`config.mk`:
```
export PLATFORM = sky130hd
export DESIGN_NAME = uart_rx_sipo
export DESIGN_NICKNAME = d
export VERILOG_FILES = /design/src/rtl/uart_pkg.sv /design/src/rtl/uart_rx_sync.sv /design/src/rtl/uart_rx_sipo.sv
export SDC_FILE = /design/constraint.sdc
export NUM_CORES = 1
export LEC_CHECK = 0
export CAP_MARGIN = 10
export CORE_MARGIN = 2
export CORE_UTILIZATION = 55
export DETAILED_ROUTE_END_ITERATION = 7
export PLACE_DENSITY = 0.74
export RECOVER_POWER = 25
export SYNTH_ARGS = -nofsm -noshare
export SYNTH_HDL_FRONTEND = slang
export SYNTH_SLANG_ARGS = --single-unit
export TNS_END_PERCENT = 20
```
`constraint.sdc`:
```
create_clock -name clk -period 2 [get_ports clk]
set_input_delay 0.6 -clock clk [delete_from_list [all_inputs] [get_ports clk]]
set_output_delay 0.6 -clock clk [all_outputs]
set_load 0.1 [all_outputs]
```
`src/rtl/uart_pkg.sv`:
```
// Shared UART definitions: receiver/transmitter FSM states and default frame geometry.
package uart_pkg;

  typedef enum logic [1:0] {
    ST_IDLE  = 2'd0,
    ST_START = 2'd1,
    ST_DATA  = 2'd2,
    ST_STOP  = 2'd3
  } uart_state_t;

  localparam int UART_CLKS_PER_BIT = 16;
  localparam int UART_DATA_BITS    = 8;

endpackage

```
`src/rtl/uart_rx_sync.sv`:
```
// Two-flop synchroniser for the asynchronous RX pin; resets to the idle-high line level.
module uart_rx_sync (
  input  logic i_clk,
  input  logic i_clr,
  input  logic i_d,
  output logic o_q
);

  logic r_s1;
  logic r_s2;

  always_ff @(posedge i_clk or posedge i_clr) begin
    if (i_clr) begin
      r_s1 <= 1'b1;
      r_s2 <= 1'b1;
    end else begin
      r_s1 <= i_d;
      r_s2 <= r_s1;
    end
  end

  assign o_q = r_s2;

endmodule

```
`src/rtl/uart_rx_sipo.sv`:
```
// 8N1 UART receiver: mid-bit sampling, LSB-first assembly, holding register with valid/ack.
module uart_rx_sipo
  import uart_pkg::*;
#(
  parameter int CLKS_PER_BIT = UART_CLKS_PER_BIT,
  parameter int DATA_BITS    = UART_DATA_BITS
) (
  input  logic                 clk,
  input  logic                 clr,
  input  logic                 rx,
  input  logic                 rx_ack,
  output logic [DATA_BITS-1:0] rx_data,
  output logic                 rx_valid,
  output logic                 overrun,
  output logic                 frame_err,
  output logic                 busy
);

  localparam int CNT_W = $clog2(CLKS_PER_BIT);
  localparam int IDX_W = (DATA_BITS > 1) ? $clog2(DATA_BITS) : 1;
  localparam logic [CNT_W-1:0] C_HALF = CNT_W'(CLKS_PER_BIT / 2 - 1);
  localparam logic [CNT_W-1:0] C_FULL = CNT_W'(CLKS_PER_BIT - 1);
  localparam logic [IDX_W-1:0] C_LAST = IDX_W'(DATA_BITS - 1);

  uart_state_t          r_state, w_state_n;
  logic [CNT_W-1:0]     r_cnt, w_cnt_n;
  logic [IDX_W-1:0]     r_idx, w_idx_n;
  logic [DATA_BITS-1:0] r_shift, w_shift_n, w_shift_in;
  logic                 r_brk, w_brk_n;
  logic                 r_commit, w_commit_n;
  logic                 r_ferr, w_ferr_n;
  logic [DATA_BITS-1:0] r_data;
  logic                 r_valid;
  logic                 r_ovr;
  logic                 w_rx_s;
  logic                 w_cnt_zero;

  uart_rx_sync u_sync (
    .i_clk (clk),
    .i_clr (clr),
    .i_d   (rx),
    .o_q   (w_rx_s)
  );

  // New bits enter at the MSB so the first (LSB) bit ends up in bit 0.
  generate
    if (DATA_BITS == 1) begin : g_shift1
      assign w_shift_in = w_rx_s;
    end else begin : g_shiftn
      assign w_shift_in = {w_rx_s, r_shift[DATA_BITS-1:1]};
    end
  endgenerate

  assign w_cnt_zero = (r_cnt == '0);

  always_ff @(posedge clk or posedge clr) begin
    if (clr) begin
      r_state  <= ST_IDLE;
      r_cnt    <= '0;
      r_idx    <= '0;
      r_shift  <= '0;
      r_brk    <= 1'b0;
      r_commit <= 1'b0;
      r_ferr   <= 1'b0;
    end else begin
      r_state  <= w_state_n;
      r_cnt    <= w_cnt_n;
      r_idx    <= w_idx_n;
      r_shift  <= w_shift_n;
      r_brk    <= w_brk_n;
      r_commit <= w_commit_n;
      r_ferr   <= w_ferr_n;
    end
  end

  always_comb begin
    w_state_n  = r_state;
    w_cnt_n    = r_cnt;
    w_idx_n    = r_idx;
    w_shift_n  = r_shift;
    w_brk_n    = r_brk & ~w_rx_s;
    w_commit_n = 1'b0;
    w_ferr_n   = 1'b0;
    case (r_state)
      ST_IDLE: begin
        // After a framing error the line must go high before a new start is accepted.
        if (!w_rx_s && !r_brk) begin
          w_state_n = ST_START;
          w_cnt_n   = C_HALF;
        end
      end
      ST_START: begin
        if (w_cnt_zero) begin
          if (!w_rx_s) begin
            w_state_n = ST_DATA;
            w_cnt_n   = C_FULL;
            w_idx_n   = '0;
          end else begin
            w_state_n = ST_IDLE;
          end
        end else begin
          w_cnt_n = r_cnt - CNT_W'(1);
        end
      end
      ST_DATA: begin
        if (w_cnt_zero) begin
          w_shift_n = w_shift_in;
          w_cnt_n   = C_FULL;
          if (r_idx == C_LAST) begin
            w_state_n = ST_STOP;
          end else begin
            w_idx_n = r_idx + IDX_W'(1);
          end
        end else begin
          w_cnt_n = r_cnt - CNT_W'(1);
        end
      end
      ST_STOP: begin
        if (w_cnt_zero) begin
          w_state_n = ST_IDLE;
          if (w_rx_s) begin
            w_commit_n = 1'b1;
          end else begin
            w_ferr_n = 1'b1;
            w_brk_n  = 1'b1;
          end
        end else begin
          w_cnt_n = r_cnt - CNT_W'(1);
        end
      end
      default: w_state_n = ST_IDLE;
    endcase
  end

  // An ack landing on the commit edge frees the slot, so the new byte is kept.
  always_ff @(posedge clk or posedge clr) begin
    if (clr) begin
      r_data  <= '0;
      r_valid <= 1'b0;
      r_ovr   <= 1'b0;
    end else if (r_commit) begin
      if (!r_valid || rx_ack) begin
        r_data  <= r_shift;
        r_valid <= 1'b1;
        r_ovr   <= 1'b0;
      end else begin
        r_ovr <= 1'b1;
      end
    end else if (rx_ack && r_valid) begin
      r_valid <= 1'b0;
      r_ovr   <= 1'b0;
    end
  end

  assign rx_data   = r_data;
  assign rx_valid  = r_valid;
  assign overrun   = r_ovr;
  assign frame_err = r_ferr;
  assign busy      = (r_state != ST_IDLE);

endmodule

```
==> flow_metrics.py <==
metrics = {
    "placement": {
        "post-dp-hpwl_mm": 1.87,
        "placed_area_sq_um": 1820,
        "place_congestion": 0.833,
        "dp.cells": 162,
        "io_buffers": 15,
    },
    "timing": {
        "rsz0062_at_grt": "false",
        "max_freq_mhz": 523,
        "final_max_slew_viol_count": 0,
        "maxSlewHeadroom_pct": 63.1,
        "worst_pin_slew_ns": 0.554,
        "hold_violations": 0,
        "tns_ns": 0,
        "fin_crit_sh_pct": 95.5,
        "finalCriticalPeriod_ns": 1.91,
        "finalClockSkew_ns": 0.00527,
        "whs_ns": 0.359,
        "setup_violations": 0,
    },
    "grt": {
        "antenna_found_initial": 0,
        "grt_max_degree": 25,
        "grt_pass1_vias": 975,
        "grt_usage_pct": 17.5,
        "grt_pass1_wl_mm": 4.33,
        "grt-ovfl-total": 0,
    },
    "cts": {
        "cts-root-buf": "clkbuf_4",
        "cts_tree": "built",
        "insertion_delay_ns": 0.31,
        "clock_path_buffers": 2,
        "ctsHoldBuffers": 0,
        "htreeDepth": 2,
        "path_clk_slew_ns": 0.09,
        "cts.sinks": 32,
        "cts-buffers-inserted": 5,
    },
    "routing": {
        "vias": 968,
        "drt_wl_total_mm": 2.42,
        "drc": 0,
        "drt_first_pass_iters": 4,
        "drt_iter0_drc": 27,
        "drt.antenna.violating_nets": 0,
        "post_drt_wl_per_cell_microns": 14.1,
        "avgViaCountPerCell": 5.66,
    },
    "power": {
        "ir_drop_mv": 1.01,
        "leakage_nw": 0.882,
        "power_density_nw_per_um2": 1260,
    },
    "worst_setup_path": {
        "crit_fanout": 8,
        "crit_path_end_kind": "flip-flop",
        "crit_path_start_kind": "flip-flop",
        "worstPathRequired_ns": 2.20,
        "worstSetupPathType": "reg2reg",
        "crit_arrival_ns": 2.11,
    },
    "logic_synthesis": {
        "async_flop_share_pct": 100,
        "synthCells": 116,
        "yosysMostFrequentCell": "dfrtp_1",
        "ys.flop_type": "dfrtp_1",
        "ys_warn_count": 0,
        "synth_seq_area_share_pct": 53.9,
        "synth.area.top_cells": "dfrtp_1 (50%), mux2_2 (13%), ha_1 (6.7%), dfstp_2 (3.5%), inv_1 (2.5%)",
        "synth_edf_count": 0,
        "synth_top_area_share_pct": 50.3,
        "yosys.area.top_type": "dfrtp_1",
        "synth_commonest_cells": "dfrtp_1 (30), mux2_2 (17), inv_1 (10)",
        "synth_nets": 128,
        "ys_ff_latch": 32,
        "synth_cell_types": 33,
        "synth_area_sq_um": 1490,
        "syn_area_per_cell_sq_um": 12.9,
    },
    "layout": {
        "fin_util_pct": 74.4,
        "final_area_sq_um": 1880,
        "final_nets": 152,
        "insertedDiodeCount": 0,
        "drive_above_1_share_pct": 34.8,
        "final_cells": 171,
        "area_growth_syn_to_layout_pct": 25.8,
    },
    "floorplanning": {
        "die_area_sq_um": 3140,
        "io_pins": 16,
        "initial_core_util_pct": 59.1,
        "die_y_microns": 56.1,
        "rows": 18,
        "coreArea_sq_um": 2520,
        "die_w_microns": 56.1,
    },
    "outcome": {
        "run_status": "complete, no violations",
    },
    "hold_path": {
        "hold_class": "reg2reg",
    },
    "flow_run": {
        "cap_violations": 0,
    },
}
-- area by class of cell --
cell class,instances,area [sq um]
flip-flops and latches,32,803
fillers,179,647
multi-input cells,73,646
repair buffers,18,290
clock buffers,6,51.3
inverters,10,37.5
well taps,30,37.5
clock inverters,2,10.0
-- registers in the layout, summed over array words and instances (netlist names), named ones only --
name         flops
r_shift          8
rx_data          8
r_cnt            4
r_idx            3
frame_err        1
overrun          1
r_brk            1
r_commit         1
r_state          1
rx_valid         1
u_sync.o_q       1
u_sync.r_s1      1
-- logic make-up after synthesis --
group / share of synthesized area, %
and+or+nand+nor: 8.31
AOI/OAI and AO/OA: 13.3
DFF: 53.9
buffers and inverters: 2.85
muxes: 14.9
adders and majority gates: 6.71
-- report_power, final --
part	leakage (nW)	internal, W	switching, W
sequential	0.424	0.000769	0.000112
clock	0.0380	0.000167	0.000201
combinational	0.420	0.000458	0.000655
total	0.882	0.00139	0.000967
-- stage by stage --
step | total power (W) | setup slack [ns]
2_1_floorplan | 0.00167 | 0.154
3_3_place_gp | 0.00195 | 0.0542
3_5_place_dp | 0.00199 | 0.0107
4_1_cts | 0.00236 | 0.0537
5_1_grt | 0.00253 | 0.0300
6_report | 0.00236 | 0.0898
-- layer usage --
metal	global-route usage, %	part of all wire, %
met1	23.5	47
met2	27.1	48
met3	6.51	4.6
met4	4.08	0
met5	0	0
-- cell usage in the layout (no fill, tap or decap), types with 3 or more instances in the layout --
cell and n:
a21oi_1 5, o21ai_0 3, ha_1 8, o2bb2ai_1 4, nor2_1 3, nand2_1 3
dfrtp_1 30, buf_12 12, inv_1 9, dlygate4sd3_1 3, nand2b_1 3, clkbuf_4 5
mux2_2 17
-- final timing paths --
path                                  startpoint                      to  slack, ns  cells after the start
max                         r_cnt[0]$_DFFE_PP0P_  r_shift[0]$_DFFE_PP0P_       0.09                      5
min                        u_sync.r_s1$_DFF_PP1_    u_sync.o_q$_DFF_PP1_       0.36                      0
max reg2reg                 r_cnt[0]$_DFFE_PP0P_  r_shift[0]$_DFFE_PP0P_       0.09                      5
min reg2reg                u_sync.r_s1$_DFF_PP1_    u_sync.o_q$_DFF_PP1_       0.36                      0
max in group asynchronous                    clr   u_sync.r_s1$_DFF_PP1_       0.49                      3
min in group asynchronous                    clr  r_shift[3]$_DFFE_PP0P_       0.67                      2
-- repair_timing --
| action | CTS | global route |
|---|---|---|
| gates resized for setup | 0 | 1 |
| endpoints found under the setup margin | 0 | 1 |
| setup buffers | 0 | 1 |
| endpoints found under the hold margin | 0 | 0 |
-- critical path: stages (launching register included) --
cell and delay, ns:
dfrtp_1 0.42, inv_1 0.09, ha_1 0.23, or3b_4 0.46
nor2_4 0.23, mux2_2 0.37
No activity file was read; power rests on OpenSTA's default activity.
